==> src/rtl/cart_pkg.sv <==
// Shared definitions for the cartridge loader: bank-switch type codes,
// loader FSM state encoding and the recognised Atari 2600 image sizes.
package cart_pkg;

  // Bank-switch scheme codes reported on cart_type.
  typedef enum logic [2:0] {
    CART_2K      = 3'd0,
    CART_4K      = 3'd1,
    CART_F8      = 3'd2,
    CART_FA      = 3'd3,
    CART_F6      = 3'd4,
    CART_F4      = 3'd5,
    CART_GENERIC = 3'd6,
    CART_UNKNOWN = 3'd7
  } cart_type_e;

  // Loader FSM states.
  typedef enum logic [2:0] {
    ST_IDLE    = 3'd0,
    ST_LOADING = 3'd1,
    ST_READ    = 3'd2,
    ST_WAIT    = 3'd3,
    ST_WRITE   = 3'd4,
    ST_FINISH  = 3'd5
  } state_e;

  // Image sizes that map onto a known bank-switch scheme.
  localparam logic [15:0] SIZE_2K  = 16'd2048;
  localparam logic [15:0] SIZE_4K  = 16'd4096;
  localparam logic [15:0] SIZE_8K  = 16'd8192;
  localparam logic [15:0] SIZE_12K = 16'd12288;
  localparam logic [15:0] SIZE_16K = 16'd16384;
  localparam logic [15:0] SIZE_32K = 16'd32768;

  // The address mask never covers less than a 2K window.
  localparam int MIN_MASK_LOG2 = 11;

endpackage

==> src/rtl/cart_detect.sv <==
// Combinational image classifier: maps an image length onto the 2600
// bank-switch scheme and the power-of-two address mask that covers it.
// Only meaningful for lengths 1..2**ADDR_W; the loader filters the rest.
module cart_detect
  import cart_pkg::*;
#(
  parameter int ADDR_W = 15
) (
  input  logic [15:0]       len_i,
  output logic [2:0]        cart_type_o,
  output logic [ADDR_W-1:0] cart_mask_o
);

  logic [31:0] len_ext;

  assign len_ext = {16'd0, len_i};

  // Exact-size lookup for the scheme; anything else is a generic image.
  always_comb begin
    case (len_i)
      SIZE_2K:  cart_type_o = CART_2K;
      SIZE_4K:  cart_type_o = CART_4K;
      SIZE_8K:  cart_type_o = CART_F8;
      SIZE_12K: cart_type_o = CART_FA;
      SIZE_16K: cart_type_o = CART_F6;
      SIZE_32K: cart_type_o = CART_F4;
      default:  cart_type_o = CART_GENERIC;
    endcase
  end

  // Smallest 2**k >= len (k >= 11), minus one. Scanning k downward lets the
  // last hit be the tightest window; the full address range is the fallback.
  always_comb begin
    cart_mask_o = '1;
    for (int k = ADDR_W - 1; k >= MIN_MASK_LOG2; k--) begin
      if (len_ext <= (32'd1 << k)) begin
        cart_mask_o = ADDR_W'((32'd1 << k) - 32'd1);
      end
    end
  end

endmodule

==> src/rtl/cart_loader.sv <==
// Cartridge loader: waits for an SPI download to finish, latches the byte
// count and menu index, classifies the image, then copies it byte by byte
// from the download RAM into cartridge memory over a req/ack write port.
// busy holds the console core off while a download or copy is underway.
// MAX_SIZE is expected to equal 2**ADDR_W.
module cart_loader
  import cart_pkg::*;
#(
  parameter int ADDR_W   = 15,
  parameter int MAX_SIZE = 32768
) (
  input  logic              clk,
  input  logic              reset_n,
  input  logic              downloading,
  input  logic [15:0]       size,
  input  logic [7:0]        index,
  output logic [ADDR_W-1:0] ram_a,
  input  logic [7:0]        ram_dout,
  output logic [ADDR_W-1:0] mem_addr,
  output logic [7:0]        mem_data,
  output logic              mem_req,
  input  logic              mem_ack,
  output logic              busy,
  output logic              done,
  output logic              error,
  output logic [2:0]        cart_type,
  output logic [ADDR_W-1:0] cart_mask,
  output logic [7:0]        cart_index
);

  localparam logic [31:0] MAX_LEN = 32'(MAX_SIZE);

  state_e              state_q, state_d;
  logic                dl_q;
  logic [15:0]         len_q, len_d;
  logic [ADDR_W:0]     ptr_q, ptr_d;
  logic [ADDR_W:0]     ptr_inc;
  logic [ADDR_W-1:0]   ram_a_q, ram_a_d;
  logic [ADDR_W-1:0]   mem_addr_q, mem_addr_d;
  logic [7:0]          mem_data_q, mem_data_d;
  logic                mem_req_q, mem_req_d;
  logic                busy_q, busy_d;
  logic                done_q, done_d;
  logic                error_q, error_d;
  logic [2:0]          cart_type_q, cart_type_d;
  logic [ADDR_W-1:0]   cart_mask_q, cart_mask_d;
  logic [7:0]          cart_index_q, cart_index_d;

  logic                rise;
  logic                fall;
  logic                size_bad;
  logic [2:0]          det_type;
  logic [ADDR_W-1:0]   det_mask;

  assign rise     = downloading & ~dl_q;
  assign fall     = ~downloading & dl_q;
  assign size_bad = (size == 16'd0) || ({16'd0, size} > MAX_LEN);
  // The pointer is one bit wider than an address so a full 2**ADDR_W image
  // can count to its length without wrapping.
  assign ptr_inc  = ptr_q + {{ADDR_W{1'b0}}, 1'b1};

  // Classifier sees the live size; its result is captured on the fall edge.
  cart_detect #(
    .ADDR_W (ADDR_W)
  ) u_detect (
    .len_i       (size),
    .cart_type_o (det_type),
    .cart_mask_o (det_mask)
  );

  // State and output registers; everything returns to idle on reset.
  always_ff @(posedge clk or negedge reset_n) begin
    if (!reset_n) begin
      state_q      <= ST_IDLE;
      dl_q         <= 1'b0;
      len_q        <= '0;
      ptr_q        <= '0;
      ram_a_q      <= '0;
      mem_addr_q   <= '0;
      mem_data_q   <= '0;
      mem_req_q    <= 1'b0;
      busy_q       <= 1'b0;
      done_q       <= 1'b0;
      error_q      <= 1'b0;
      cart_type_q  <= CART_UNKNOWN;
      cart_mask_q  <= '0;
      cart_index_q <= '0;
    end else begin
      state_q      <= state_d;
      dl_q         <= downloading;
      len_q        <= len_d;
      ptr_q        <= ptr_d;
      ram_a_q      <= ram_a_d;
      mem_addr_q   <= mem_addr_d;
      mem_data_q   <= mem_data_d;
      mem_req_q    <= mem_req_d;
      busy_q       <= busy_d;
      done_q       <= done_d;
      error_q      <= error_d;
      cart_type_q  <= cart_type_d;
      cart_mask_q  <= cart_mask_d;
      cart_index_q <= cart_index_d;
    end
  end

  // Next-state and output logic; a new download start overrides any state.
  always_comb begin
    state_d      = state_q;
    len_d        = len_q;
    ptr_d        = ptr_q;
    ram_a_d      = ram_a_q;
    mem_addr_d   = mem_addr_q;
    mem_data_d   = mem_data_q;
    mem_req_d    = mem_req_q;
    busy_d       = busy_q;
    done_d       = done_q;
    error_d      = error_q;
    cart_type_d  = cart_type_q;
    cart_mask_d  = cart_mask_q;
    cart_index_d = cart_index_q;

    if (rise) begin
      // Abort whatever copy was running and wait for the new image.
      state_d   = ST_LOADING;
      busy_d    = 1'b1;
      done_d    = 1'b0;
      error_d   = 1'b0;
      mem_req_d = 1'b0;
    end else begin
      case (state_q)
        ST_IDLE: begin
          state_d = ST_IDLE;
        end

        ST_LOADING: begin
          if (fall) begin
            len_d        = size;
            cart_index_d = index;
            if (size_bad) begin
              state_d     = ST_IDLE;
              error_d     = 1'b1;
              done_d      = 1'b0;
              busy_d      = 1'b0;
              cart_type_d = CART_UNKNOWN;
            end else begin
              state_d     = ST_READ;
              ptr_d       = '0;
              // Address is presented on entry to READ so the RAM data is
              // already valid throughout WAIT.
              ram_a_d     = '0;
              cart_type_d = det_type;
              cart_mask_d = det_mask;
            end
          end
        end

        ST_READ: begin
          state_d = ST_WAIT;
        end

        ST_WAIT: begin
          state_d    = ST_WRITE;
          mem_addr_d = ptr_q[ADDR_W-1:0];
          mem_data_d = ram_dout;
          mem_req_d  = 1'b1;
        end

        ST_WRITE: begin
          // addr/data/req are held until the acknowledge is seen.
          if (mem_ack) begin
            mem_req_d = 1'b0;
            ptr_d     = ptr_inc;
            if (32'(ptr_inc) == 32'(len_q)) begin
              state_d = ST_FINISH;
            end else begin
              state_d = ST_READ;
              ram_a_d = ptr_inc[ADDR_W-1:0];
            end
          end
        end

        ST_FINISH: begin
          state_d = ST_IDLE;
          done_d  = 1'b1;
          busy_d  = 1'b0;
        end

        default: begin
          state_d = ST_IDLE;
        end
      endcase
    end
  end

  assign ram_a      = ram_a_q;
  assign mem_addr   = mem_addr_q;
  assign mem_data   = mem_data_q;
  assign mem_req    = mem_req_q;
  assign busy       = busy_q;
  assign done       = done_q;
  assign error      = error_q;
  assign cart_type  = cart_type_q;
  assign cart_mask  = cart_mask_q;
  assign cart_index = cart_index_q;

endmodule

==> config.mk <==
export PLATFORM = sky130hd
export DESIGN_NAME = cart_loader
export DESIGN_NICKNAME = d
export VERILOG_FILES = /design/src/rtl/cart_pkg.sv /design/src/rtl/cart_detect.sv /design/src/rtl/cart_loader.sv
export SDC_FILE = /design/constraint.sdc
export NUM_CORES = 1
export LEC_CHECK = 0
export BUFFER_PORTS_ARGS = -buffer_cell sky130_fd_sc_hd__buf_2
export CAP_MARGIN = 25
export CORE_ASPECT_RATIO = 0.8
export CORE_MARGIN = 5
export CORE_UTILIZATION = 60
export CTS_CLUSTER_DIAMETER = 80
export DETAILED_ROUTE_END_ITERATION = 7
export PLACE_DENSITY = 0.95
export SYNTH_ARGS = -nofsm -noshare
export SYNTH_HDL_FRONTEND = slang
export SYNTH_SLANG_ARGS = --single-unit
==> constraint.sdc <==
create_clock -name clk -period 4.3 [get_ports clk]
set_input_delay 0.86 -clock clk [delete_from_list [all_inputs] [get_ports clk]]
set_output_delay 0.86 -clock clk [all_outputs]
set_load 0.005 [all_outputs]
Word level (Yosys, flattened, before mapping)
Index checks and enable logic that the tools add are counted.

Bits in registers: 104. Input bits: 36. Output and inout bits: 68. Word-level logic and storage cells: 96.

Add/sub/neg operators: 1. $lt $le $gt $ge: 5. Equal/unequal tests: 19. Multiplexer cells: 34. Bitwise operators: 6. Reductions and logical operators: 17.

Operators with widths (count): $mux W15 (8); $mux W16 (3); $eq A16 B14 Y1 const B (2); $pmux W16 S2 (1); $pmux W15 S2 (1); $pmux W3 S6 (1); $add A16 B1 Y16 const B (1); $eq A16 B12 Y1 const B (1); $eq A16 B13 Y1 const B (1); $eq A16 B15 Y1 const B (1); $eq A16 B16 Y1 (1); $eq A16 B16 Y1 const B (1); $gt A16 B16 Y1 const B (1); $le A16 B12 Y1 const B (1); $le A16 B13 Y1 const B (1); $le A16 B14 Y1 const B (1); $le A16 B15 Y1 const B (1); $logic_not A16 Y1 (1); $mux W3 (5); $pmux W3 S4 (1); $mux W1 (10); $ne A3 B3 Y1 const B (3); $reduce_and A3 Y1 (3); $ne A2 B2 Y1 const B (4); other kinds (14) (28).

Longest topological paths before layout
Gate-level depths: netlist of run 1.

Word-level depth: 6. Gate-level depth with buffers: 10. Mapped depth without buffers: 8.

Hierarchy
A second synthesis of run 1 with hierarchy kept.

Cell total of the unflattened synthesis: 496. Area, all modules: 5505.3 sq um.

Modules (own cells, without submodules): cart_loader (instances 1, cells each 456, area each 5227.5 sq um, sequential area each 2606.2 sq um); cart_detect (instances 1, cells each 40, area each 277.8 sq um, sequential area each 0.0 sq um).

Least setup slack after synthesis of run 1
No wires, ideal clock.

Kind: register -> register. Start: register ptr_q[1]. End: register ram_a_q[11], in the netlist ram_a[11]. Setup time: 0.121 ns. Data arrival time: 2.681 ns. Required time: 4.179 ns. Setup slack: 1.498 ns. Cell stages (with the launch flop): 11. Path buffers: 2. Period minus slack after synthesis: 2.802 ns. Cell sequence: dfrtp_1 ha_1 and3_1 clkbuf_1 and3_1 xor3_1 or4_1 nor4_2 a21o_2 buf_6 o2bb2ai_2.

Cells in the longest elaborated chain, start to end: 4. Elaborated cells on any way between the ends: 7. Classes of those cells: 1 x add/sub; 2 x eq/ne; 3 x mux; 1 x reduce/logical.

RTL lines: from (decl) (RTL line cart_loader.sv:36) `logic [ADDR_W:0] ptr_q, ptr_d;`; from (signal assigned) (RTL line cart_loader.sv:92) `ptr_q <= ptr_d;`; $add A16 B1 Y16 (*) (RTL line cart_loader.sv:60) `assign ptr_inc = ptr_q + {{ADDR_W{1'b0}}, 1'b1};`; $eq A16 B16 Y1 / $mux W15 (equally long branches) (RTL line cart_loader.sv:173) `if (32'(ptr_inc) == 32'(len_q)) begin`; $ne A2 B2 Y1 (no source line) / $mux W15 (equally long branches); $reduce_and A6 Y1 (no source line) / $pmux W15 S2 (equally long branches); to (signal assigned) (RTL line cart_loader.sv:93) `ram_a_q <= ram_a_d;`; to (decl) (RTL line cart_loader.sv:38) `logic [ADDR_W-1:0] ram_a_q, ram_a_d;`.

Mark *: on every way between the ends. The rest lies on a longest branch, timed or not. The select of a mux whose other input is x is not followed. A chain may end at the register's enable or synchronous reset.

Worst setup path in the final report of run 1
Start: register ptr_q[0]. End: register ram_a_q[5], in the netlist ram_a[5].

The elaborated chain is that of the path after synthesis.

==> impl_results.md, run 1 <==
* Crit path required time at 4.53 ns
* Async set-reset flop share out of synthesis at 100%
* #FFs+latches synth at 94
* CTS tree: done
* Seq/Total Area, Yosys at 46.3%
* Syn avg cell area at 10.6 um^2
* DRC at 0
* GRT Total Usage at 25.5%
* Fin. Hold Viols at 0
* Clock transition at the registers of the reported paths at 0.09 ns
* TritonRoute pass-1 iters at 5
* Syn_nets at 519
* Static Leak at 0.00262 uW
* Starting Density at 60.8%
* Family with the most delay on the worst path: simple AND/OR/NAND/NOR gates
* Placer Congestion at 0.937
* Worst path cell trace: ha_1 > and3_1 > and3_1 > xor3_1 > or4_1 > nor4_2 > a21o_2 > o2bb2ai_1
* Post-Syn Instances at 479
* Setup TNS at 0 ns
* Distinct cell type count after synthesis at 67
* Post-synth design cell area at 5090 um^2
* Core area at 8370 um^2
* Max Clk Rate at 303 MHz
* Most common cell after layout, fill and taps aside: buf_2
* Maximum capacitance violations at 0
* ANT nets after route at 0
* Tmin final at 3.30 ns
* Clock Path Buffers at 2
* PortBufs at 103
* Setup crit end kind: flop
* CTS HTree Levels at 3
* Iter 0 DRT Violations at 324
* # resized after CTS at 0
* Die Ht at 92.4 um
* Pwr Density at 627 nW/um^2
* Max Fanout on Critical Path at 13
* Total CTS buffers at 9
* Slew HR at 43.3%
* Buffers & Inverters on Critical Path at 0
* Placed inst area at 5550 um^2
* Final cycle utilization of the critical path at 76.7%
* Post-CTS setup buffer count at 0
* DR vias at 4055
* Global-route wire length before repair at 21100 um
* Run status: finished, final reports clean
* Hold Crit Class: primary input to asynchronous set/reset pin
* Type of the worst setup path: flop to flop
* Pre-CTS WS at 0.768 ns
* WP data arrival at 3.52 ns
* Initial antenna violation count at 0
* CTS root buf: clkbuf_8
* Most frequent cells in the layout: buf_2 (102), dfrtp_1 (91), mux2_2 (46), nand2_1 (34), nor2_1 (34)
* Hold-fix buffers, CTS at 0
* CP max stage delay at 0.58 ns
* Final WS setup at 1.00 ns
* Mean number of vias per cell at 6.03
* Slew @ Worst Pin at 0.848 ns
* NumNets Final at 595
* Post-synth EDFFs at 0
* CTS sink count at 94
* Startpoint Class: flop
* Die Width at 113 um
* Final instance area at 5810 um^2
* WL per Instance at 19.4 um
* Synth Flop Type: dfrtp_1
* Worst Skew at 0.0109 ns
* Final HPWL DP at 9300 um
* Critical-path top delay cell: dfrtp_1
* Proportion of layout cells with a drive suffix above 1 at 35.4%
* Io pins at 104
* Synth warn at 0
* Std-Cell Rows at 30
* Final setup fails at 0
* DIE AREA at 10400 um^2
* Total Power at 3640 uW
* Clk Latency, worst-skew pair at 0.36 ns
* P&R area growth vs syn at 14.1%
* Routed wire length at 13000 um
* Max Slew Vio Count at 0
* Vias in the first global route at 4019
* RSZ-0062 raised after global routing: false
* Finished Core Util at 69.4%
* Worst vdd ir at 0.309 mV
* Largest net degree at the start of global routing at 78
* # diodes at 0
* Remaining Overflow, GRT at 0
* Cell mode on critical path: and3_1
[registers in the layout, indices dropped and copies added (netlist names)]
signal,flops
busy,1
cart_index,8
cart_mask,5
cart_type,3
dl_q,1
done,1
error,1
len_q,16
mem_addr,15
mem_data,8
mem_req,1
ptr_q,16
ram_a,15
state_q,3
[logic make-up (layout without fill, tap and decap cells)]
logic type / count (synthesis) / in the layout / share of synthesized area [%]
AOI/OAI and AO/OA: 97 / 97 / 13.9
xor gates and xnor gates: 34 / 34 / 6.44
adders and majority gates: 5 / 5 / 1.18
buffers and inverters: 51 / 132 / 5.12
DFF: 94 / 94 / 46.3
muxes: 48 / 48 / 10.6
and+or+nand+nor: 150 / 150 / 16.4
[final timing paths]
check                               from            end  slack, ns  cells past startpoint
setup / recovery                ptr_q[0]       ram_a[5]       1.00                      8
max in group asynchronous        reset_n   cart_type[0]       3.34                      2
hold / removal                   reset_n    mem_data[1]       0.33                      1
min in group clk           cart_mask[13]  cart_mask[13]       0.48                      1
setup reg to reg                ptr_q[0]       ram_a[5]       1.00                      8
hold reg to reg            cart_mask[13]  cart_mask[13]       0.48                      1
[per-stage QoR]
step	cells	hold slack (ns)
6_report	672	0.334
4_1_cts	670	0.486
3_3_place_gp	654	0.460
2_1_floorplan	479	0.471
3_5_place_dp	654	0.461
5_1_grt	672	0.337
[cell usage after synthesis, types with 2 or more instances]
master | count | area share (%)
or2_2 | 2 | 0.25
nor2b_1 | 6 | 0.74
xor2_1 | 13 | 2.2
nor4_2 | 3 | 0.74
ha_1 | 4 | 0.98
a21oi_1 | 21 | 2.1
buf_2 | 10 | 0.98
and2_1 | 4 | 0.49
mux2_2 | 46 | 10
dfrtp_1 | 91 | 45
xnor2_1 | 19 | 3.3
o2bb2ai_1 | 5 | 0.86
a32o_1 | 4 | 0.79
o2bb2ai_2 | 7 | 2.1
clkbuf_1 | 20 | 1.5
buf_4 | 11 | 1.6
nor3_1 | 13 | 1.3
a21o_1 | 3 | 0.44
nand2b_1 | 8 | 0.98
dfstp_2 | 3 | 1.5
nor4_1 | 4 | 0.49
xor3_1 | 2 | 0.93
o31ai_1 | 7 | 1.0
or3_1 | 4 | 0.49
and3_1 | 5 | 0.61
o211ai_1 | 2 | 0.30
nand4_1 | 5 | 0.61
nor2_1 | 35 | 2.6
mux2i_1 | 2 | 0.39
buf_6 | 2 | 0.44
inv_1 | 6 | 0.44
o21ai_0 | 26 | 2.6
nand4_4 | 2 | 0.84
nand3_1 | 13 | 1.3
buf_1 | 2 | 0.15
a221oi_1 | 2 | 0.34
nand2_1 | 34 | 2.5
nand3b_1 | 2 | 0.30
a31oi_1 | 2 | 0.25
and4_1 | 2 | 0.34
[layer usage]
layer | part of all wire, % | vias to the layer above | track usage, %
met5 | 0 | - | 0
met4 | 1.5 | 0 | 6.21
met3 | 7.4 | 17 | 5.29
met2 | 47 | 171 | 39.8
met1 | 44 | 2015 | 36.5
li1 | - | 1852 | -
[where the power goes]
part	switching (uW)	internal [uW]	total (uW)
clock	316	329	645
combinational	635	739	1370
sequential	395	1230	1620
total	1350	2300	3640
[cell type report]
type                            count  area (um^2)
Clock buffer                       11          131
Clock inverter                      5         83.8
Fill cell                         639         2560
Inverter                            6         22.5
Multi-Input combinational cell    334         2470
Sequential cell                    94         2360
Tap cell                          112          140
Timing Repair Buffer              110          598
Note: power is estimated with default switching activity, not from simulation.
==> run 2, diff against run 1 <==
CORE_UTILIZATION = 55   (was 60)
PLACE_DENSITY = 0.91   (was 0.95)
clock period = 3.4 ns   (was 4.3 ns; I/O delays follow)
==> run 2 against run 1 <==
Compared with the run above: sequential share of layout area shrank 0.91 points; register-to-register slack worse by 0.71 ns; clock skew shrank 0.0030 ns; final area up 2.3%; maximum frequency is 6.2% higher; non-clock buffer count increased by 9; critical path type unchanged; largest power group unchanged; highest routed layer unchanged.
==> impl_results.md, run 2 (synthesized netlist as in run 1, its figures left out) <==
* Run status: finished, final reports clean
* Final HPWL DP at 9530 um (+2.5%)
* NumNets Final at 604 (+1.5%)
* Switching share of power at 35.8% (-1.1 points)
* Finished Core Util at 65.7% (-3.6 points)
* Max Fanout on Critical Path at 13 (unchanged)
* WL per Instance at 18.9 um (-2.3%)
* Setup TNS at 0 ns (unchanged)
* Starting Density at 56.3% (-4.5 points)
* Max Clk Rate at 322 MHz (+6.2%)
* Tmin final at 3.10 ns (-0.194 ns)
* DRC at 0 (unchanged)
* Final setup fails at 0 (unchanged)
* Type of the worst setup path: flop to flop
* Worst path cell trace: ha_1 > and3_1 > and3_1 > xor3_1 > or4_1 > nor4_2 > a21o_2 > o2bb2ai_1
* Family with the most delay on the worst path: simple AND/OR/NAND/NOR gates
* RR Endpoint: ram_a[6]
* Post-CTS setup buffer count at 0 (unchanged)
* Buffers & Inverters on Critical Path at 0 (unchanged)
* Most frequent cells in the layout: buf_2 (102), dfrtp_1 (91), mux2_2 (46), nand2_1 (34), nor2_1 (34)
* RSZ-0062 raised after global routing: false
* CP max stage delay at 0.58 ns (about the same)
* Largest regs: len_q (16), ptr_q (16)
* Psw at 1720 uW (+28%)
* Critical-path top delay cell: dfrtp_1
* Setup crit start: ptr_q[0]
* Die Width at 118 um (+4.1%)
* Setup crit end kind: flop
* CTS HTree Levels at 3 (unchanged)
* Mean number of vias per cell at 5.87 (-2.7%)
* Clock transition at the registers of the reported paths at 0.06 ns (-0.03 ns)
* End of the critical path: ram_a[6]
* Fill cells at 698 (+9.2%)
* Pwr Density at 810 nW/um^2 (+29%)
* CTS tree: done
* TritonRoute pass-1 iters at 8 (+3)
* Internal at 3090 uW (+35%)
* PortBufs at 103 (unchanged)
* Routed wire length at 13000 um (-0.58%)
* Global-route wire length before repair at 20900 um (-0.98%)
* Clk pwr share at 20.6% (+2.9 points)
* CTS sink count at 94 (unchanged)
* Slew HR at 60.4% (+17 points)
* R2R Path Start: ptr_q[0]
* Maximum capacitance violations at 0 (unchanged)
* Worst vdd ir at 0.465 mV (+51%)
* Final instance area at 5940 um^2 (+2.3%)
* Hold-fix buffers, CTS at 0 (unchanged)
* Reg2Reg Setup Slack at 0.30 ns (-0.71 ns)
* Placer Congestion at 0.950 (+1.4%)
* Fin. Hold Viols at 0 (unchanged)
* Iter 0 DRT Violations at 403 (+24%)
* Worst Skew at 0.00790 ns (-0.00298 ns)
* DIE AREA at 11300 um^2 (+8.2%)
* Final cycle utilization of the critical path at 91.2% (+15 points)
* Clk Latency, worst-skew pair at 0.34 ns (-0.02 ns)
* Largest net degree at the start of global routing at 54 (-31%)
* Std-Cell Rows at 31 (+3.3%)
* P&R area growth vs syn at 16.7%
* # diodes at 0 (unchanged)
* Remaining Overflow, GRT at 0 (unchanged)
* Crit path required time at 3.61 ns (-0.92 ns)
* Comb power frac at 37.6% (about the same)
* Most common cell after layout, fill and taps aside: buf_2
* Io pins at 104 (unchanged)
* Core area at 9040 um^2 (+8.0%)
* Initial antenna violation count at 0 (unchanged)
* Placed inst area at 5650 um^2 (+1.8%)
* Cell mode on critical path: and3_1
* ANT nets after route at 0 (unchanged)
* Total CTS buffers at 9 (unchanged)
* Worst reg2reg path depth at 8 (unchanged)
* WP data arrival at 3.31 ns (-0.21 ns)
* # resized after CTS at 0 (unchanged)
* Proportion of layout cells with a drive suffix above 1 at 36.4% (+1.0 points)
* Hold Crit Class: primary input to asynchronous set/reset pin
* Die Ht at 96.0 um (+4.0%)
* Startpoint Class: flop
* Slew @ Worst Pin at 0.588 ns (-0.260 ns)
* Clock Path Buffers at 2 (unchanged)
* Static Leak at 0.00270 uW (+3.1%)
* Vias in the first global route at 4015 (-0.10%)
* CTS root buf: clkbuf_16
* GRT Total Usage at 23.4% (-2.0 points)
* Crit path depth at 8 (unchanged)
* Reg power frac at 41.7% (-2.9 points)
* Max Slew Vio Count at 0 (unchanged)
* Total Power at 4810 uW (+32%)
* DR vias at 4014 (-1.0%)
-- run 2: cell types whose count changed in the layout (fill, tap and decap cells not counted), sizes merged --
| cell | delta |
|---|---|
| clkinv | +2 |
| clkinvlp | -1 |
| bufinv | -1 |
| buf | +9 |
-- run 2: power by group through the flow --
stage	Combinational, uW	Sequential [uW]	Clock (uW)
after floorplan	1310	1870	0
after global placement	1760	2000	0
after detailed placement	1810	2020	0
after CTS	1820	2010	1010
after global routing	1980	2080	1060
final	1810	2010	993
-- run 2: per-layer routing --
| layer | routed length, um | up-vias | track usage (%) |
|---|---|---|---|
| met1 | 5720 | 1959 | 31.0 |
| met5 | 0 | - | 0 |
| met2 | 6050 | 167 | 38.7 |
| li1 | - | 1877 | - |
| met3 | 1080 | 11 | 6.35 |
| met4 | 107 | 0 | 6.21 |
-- run 2: worst min path at each step --
stage / from / to / slack [ns] / depth (start not counted)
2_1_floorplan: reset_n / busy / 0.38 / 0
3_3_place_gp: cart_mask[13] / cart_mask[13] / 0.46 / 1
3_5_place_dp: cart_mask[12] / cart_mask[12] / 0.46 / 2
4_1_cts: reset_n / mem_req / 0.34 / 1
5_1_grt: reset_n / done / 0.36 / 1
6_report: reset_n / mem_req / 0.32 / 1
-- run 2: layout make-up --
cell class                      instances  area, um^2  area share [%]
Clock buffer                           11         233            3.92
Clock inverter                          5        60.1            1.01
Inverter                                6        22.5           0.379
Multi-Input combinational cell        334        2470            41.6
Sequential cell                        94        2360            39.7
Tap cell                              115         144            2.42
Timing Repair Buffer                  119         651            11.0
-- run 2: metrics by stage --
step,cells,setup slack (ns),hold WS (ns)
finish,684,0.298,0.319
global route,684,0.154,0.359
CTS,684,0.296,0.339
detailed placement,668,0.293,0.465
global placement,668,0.417,0.457
floorplan,479,0.598,0.384
==> run 3, diff against run 2 <==
ABC_AREA = 1   (was default)
CAP_MARGIN = default   (was 25)
PLACE_DENSITY = 0.92   (was 0.91)
clock period = 3.11 ns   (was 3.4 ns; I/O delays follow)
==> run 3 against run 2 <==
Compared with the run above: sequential cell count unchanged; sequential power fell by 8%; wire length down 4.7%; maximum frequency increased by 29%; first-iteration DRC count is 3.5% lower; combinational power fell by 21%; power decreased by 13%; final area fell by 6.0%; sequential share of layout area up 2.6 points; clock skew increased by 0.0082 ns; global-route usage grew 1.1 points; largest power group unchanged.
==> impl_results.md, run 3 <==
* Run status: finished, final reports clean
* GRT Total Usage at 24.5% (+1.1 points)
* Max Slew Vio Count at 0 (unchanged)
* CTS root buf: clkbuf_8
* Startpoint Class: flop
* Reg2Reg Setup Slack at 0.70 ns (+0.40 ns)
* WP data arrival at 2.72 ns (-0.59 ns)
* Type of the worst setup path: flop to flop
* WL per Instance at 15.1 um (-20%)
* Synth Area in Simple Gates at 31.3% (+15 points)
* Buffers & Inverters on Critical Path at 0 (unchanged)
* Metal-1 WL at 5720 um (about the same)
* Post-Synth XOR/XNOR Area at 1.10% (-5.3 points)
* Routed wire length at 12300 um (-4.7%)
* Die Width at 114 um (-2.6%)
* #FFs+latches synth at 94 (unchanged)
* Critical-path top delay cell: dfrtp_1
* Proportion of layout cells with a drive suffix above 1 at 23.4% (-13 points)
* NumNets Final at 739 (+22%)
* Final HPWL DP at 9720 um (+2.0%)
* Family with the most delay on the worst path: simple AND/OR/NAND/NOR gates
* CTS HTree Levels at 3 (unchanged)
* Post-synth design cell area at 4800 um^2 (-5.7%)
* Clock Path Buffers at 2 (unchanged)
* Remaining Overflow, GRT at 0 (unchanged)
* Post-synth EDFFs at 0 (unchanged)
* Final setup fails at 0 (unchanged)
* Synth Flop Type: dfrtp_1
* Post-CTS setup buffer count at 0 (unchanged)
* Core area at 8480 um^2 (-6.1%)
* Syn avg cell area at 7.92 um^2 (-25%)
* Compound-Gate Fraction of Synth Area at 7.69% (-6.3 points)
* Final cycle utilization of the critical path at 77.5% (-14 points)
* Iter 0 DRT Violations at 389 (-3.5%)
* Worst reg2reg path depth at 15 (+7)
* Most common cell after layout, fill and taps aside: nand2_1
* TritonRoute pass-1 iters at 5 (-3)
* Post-Syn Instances at 606 (+27%)
* R2R Path Start: ptr_q[0]
* CTS sink count at 94 (unchanged)
* # resized after CTS at 0 (unchanged)
* Mux contribution to synthesized area at 1.88% (-8.7 points)
* PortBufs at 103 (unchanged)
* Main combinational cell family by area after synthesis: simple AND/OR/NAND/NOR gates
* Max Fanout on Critical Path at 16 (+3)
* Crit path required time at 3.42 ns (-0.19 ns)
* Placer Congestion at 0.917 (-3.5%)
* Global-route wire length before repair at 21100 um (+0.66%)
* Distinct cell type count after synthesis at 35 (-48%)
* Synth area leaders: dfrtp_1 (47%), nand2_1 (15%), o21ai_0 (5.8%)
* Clock transition at the registers of the reported paths at 0.10 ns (+0.04 ns)
* Worst Skew at 0.0161 ns (+0.00816 ns)
* Worst vdd ir at 0.410 mV (-12%)
* Smallest hold slack at 0.222 ns (-0.0969 ns)
* Worst path cell trace: ha_1 > nand3_1 > o21ai_1 > nand2_1 > nand2_1 > nand2_1 > nor2_2 > nand2_1 > nor2_2 > nand3_1 > nand2_2 > nand2_4 > nand2_4 > nand2_1 > nand2_1
* # diodes at 0 (unchanged)
* Std-Cell Rows at 30 (-3.2%)
* Hold-fix buffers, CTS at 0 (unchanged)
* Async set-reset flop share out of synthesis at 100% (unchanged)
* ANT nets after route at 0 (unchanged)
* Io pins at 104 (unchanged)
* Vias in the first global route at 4268 (+6.3%)
* Top routing layer in use: met4
* Maximum capacitance violations at 0 (unchanged)
* DRC at 0 (unchanged)
* Die Ht at 93.5 um (-2.6%)
* DIE AREA at 10700 um^2 (-5.1%)
* WL met3 at 842 um (-22%)
* RR Endpoint: ram_a[4]
* Slew HR at 65.3% (+4.8 points)
* Starting Density at 56.6% (+0.27 points)
* Initial antenna violation count at 0 (unchanged)
* Max Clk Rate at 415 MHz (+29%)
* Slew @ Worst Pin at 0.520 ns (-0.0682 ns)
* Cell mode on critical path: nand2_1
* Pwr Density at 754 nW/um^2 (-7.0%)
* Most frequent cell after synthesis: nand2_1
* Largest net degree at the start of global routing at 57 (+5.6%)
* Tmin final at 2.41 ns (-0.693 ns)
* CP max stage delay at 0.46 ns (-0.12 ns)
* CTS tree: done
* Mean number of vias per cell at 5.31 (-9.6%)
* Synth area leader: dfrtp_1
* Largest regs: len_q (16), ptr_q (16)
* Seq/Total Area, Yosys at 49.1% (+2.8 points)
* RSZ-0062 raised after global routing: false
* Met2 wire len at 5730 um (-5.2%)
* Static Leak at 0.00295 uW (+9.1%)
* Most frequent cells in the layout: nand2_1 (198), buf_2 (102), dfrtp_1 (91), inv_1 (60), o21ai_0 (56)
* Synth top area share at 47.5% (+2.7 points)
* DR vias at 4329 (+7.8%)
* Fin. Hold Viols at 0 (unchanged)
* Total CTS buffers at 9 (unchanged)
* Syn_nets at 646 (+24%)
* P&R area growth vs syn at 16.3%
* Synth warn at 0 (unchanged)
* Setup crit end kind: flop
* Synth top cells by count: nand2_1 (198), dfrtp_1 (91), inv_1 (60), o21ai_0 (56), nand3_1 (45)
* Setup TNS at 0 ns (unchanged)
* Adder-Cell Fraction of Synth Area at 1.04% (-0.14 points)
* Clk Latency, worst-skew pair at 0.37 ns (+0.03 ns)
* Hold Crit Class: primary input to asynchronous set/reset pin
==> run 3: area by class of cell <==
type / instances / area [um^2]
clock buffer: 10 / 138
clock inverter: 6 / 91.3
fill: 765 / 2900
inverter: 60 / 225
multi-input combinational: 426 / 2060
sequential: 94 / 2360
tap: 112 / 140
timing repair buffer: 108 / 568
==> run 3: logic make-up (layout without fill, tap and decap cells) <==
kind of cell	after synthesis	after routing
xor gates and xnor gates	6	6
adders and majority gates	4	4
DFF	94	94
muxes	8	8
buffers and inverters	86	184
AOI/OAI and AO/OA	69	69
and+or+nand+nor	339	339
==> run 3: worst max-delay path by stage <==
stage,slack (ns),startpoint,cells past startpoint,to
after global routing,0.44,ptr_q[0],17,ram_a[4]
after CTS,0.69,ptr_q[0],15,ram_a[4]
final,0.70,ptr_q[0],15,ram_a[4]
after floorplan,0.99,size[1],10,ptr_q[3]
after detailed placement,0.65,size[7],12,ram_a[4]
after global placement,0.68,size[7],12,ram_a[0]
==> run 3: stage by stage <==
step / total power, uW / util, % / instances / setup slack (ns) / area, um^2
floorplan: 2810 / - / 606 / 0.992 / 4800
global placement: 3230 / 63.1 / 800 / 0.676 / 5350
detailed placement: 3310 / 63.1 / 800 / 0.652 / 5350
CTS: 4240 / 65.8 / 816 / 0.692 / 5580
global route: 4530 / 65.8 / 816 / 0.441 / 5580
finish: 4210 / 65.8 / 816 / 0.701 / 5580
==> run 3: power by group <==
part	internal [uW]	switching (uW)
clock network	481	449
registers	1600	243
logic	591	838
==> run 3: layer usage <==
| metal | global-route usage, % | vias up |
|---|---|---|
| met1 | 35.7 | 2069 |
| met5 | 0 | - |
| met4 | 3.07 | 0 |
| met3 | 5.82 | 7 |
| met2 | 38.4 | 142 |
| li1 | - | 2111 |
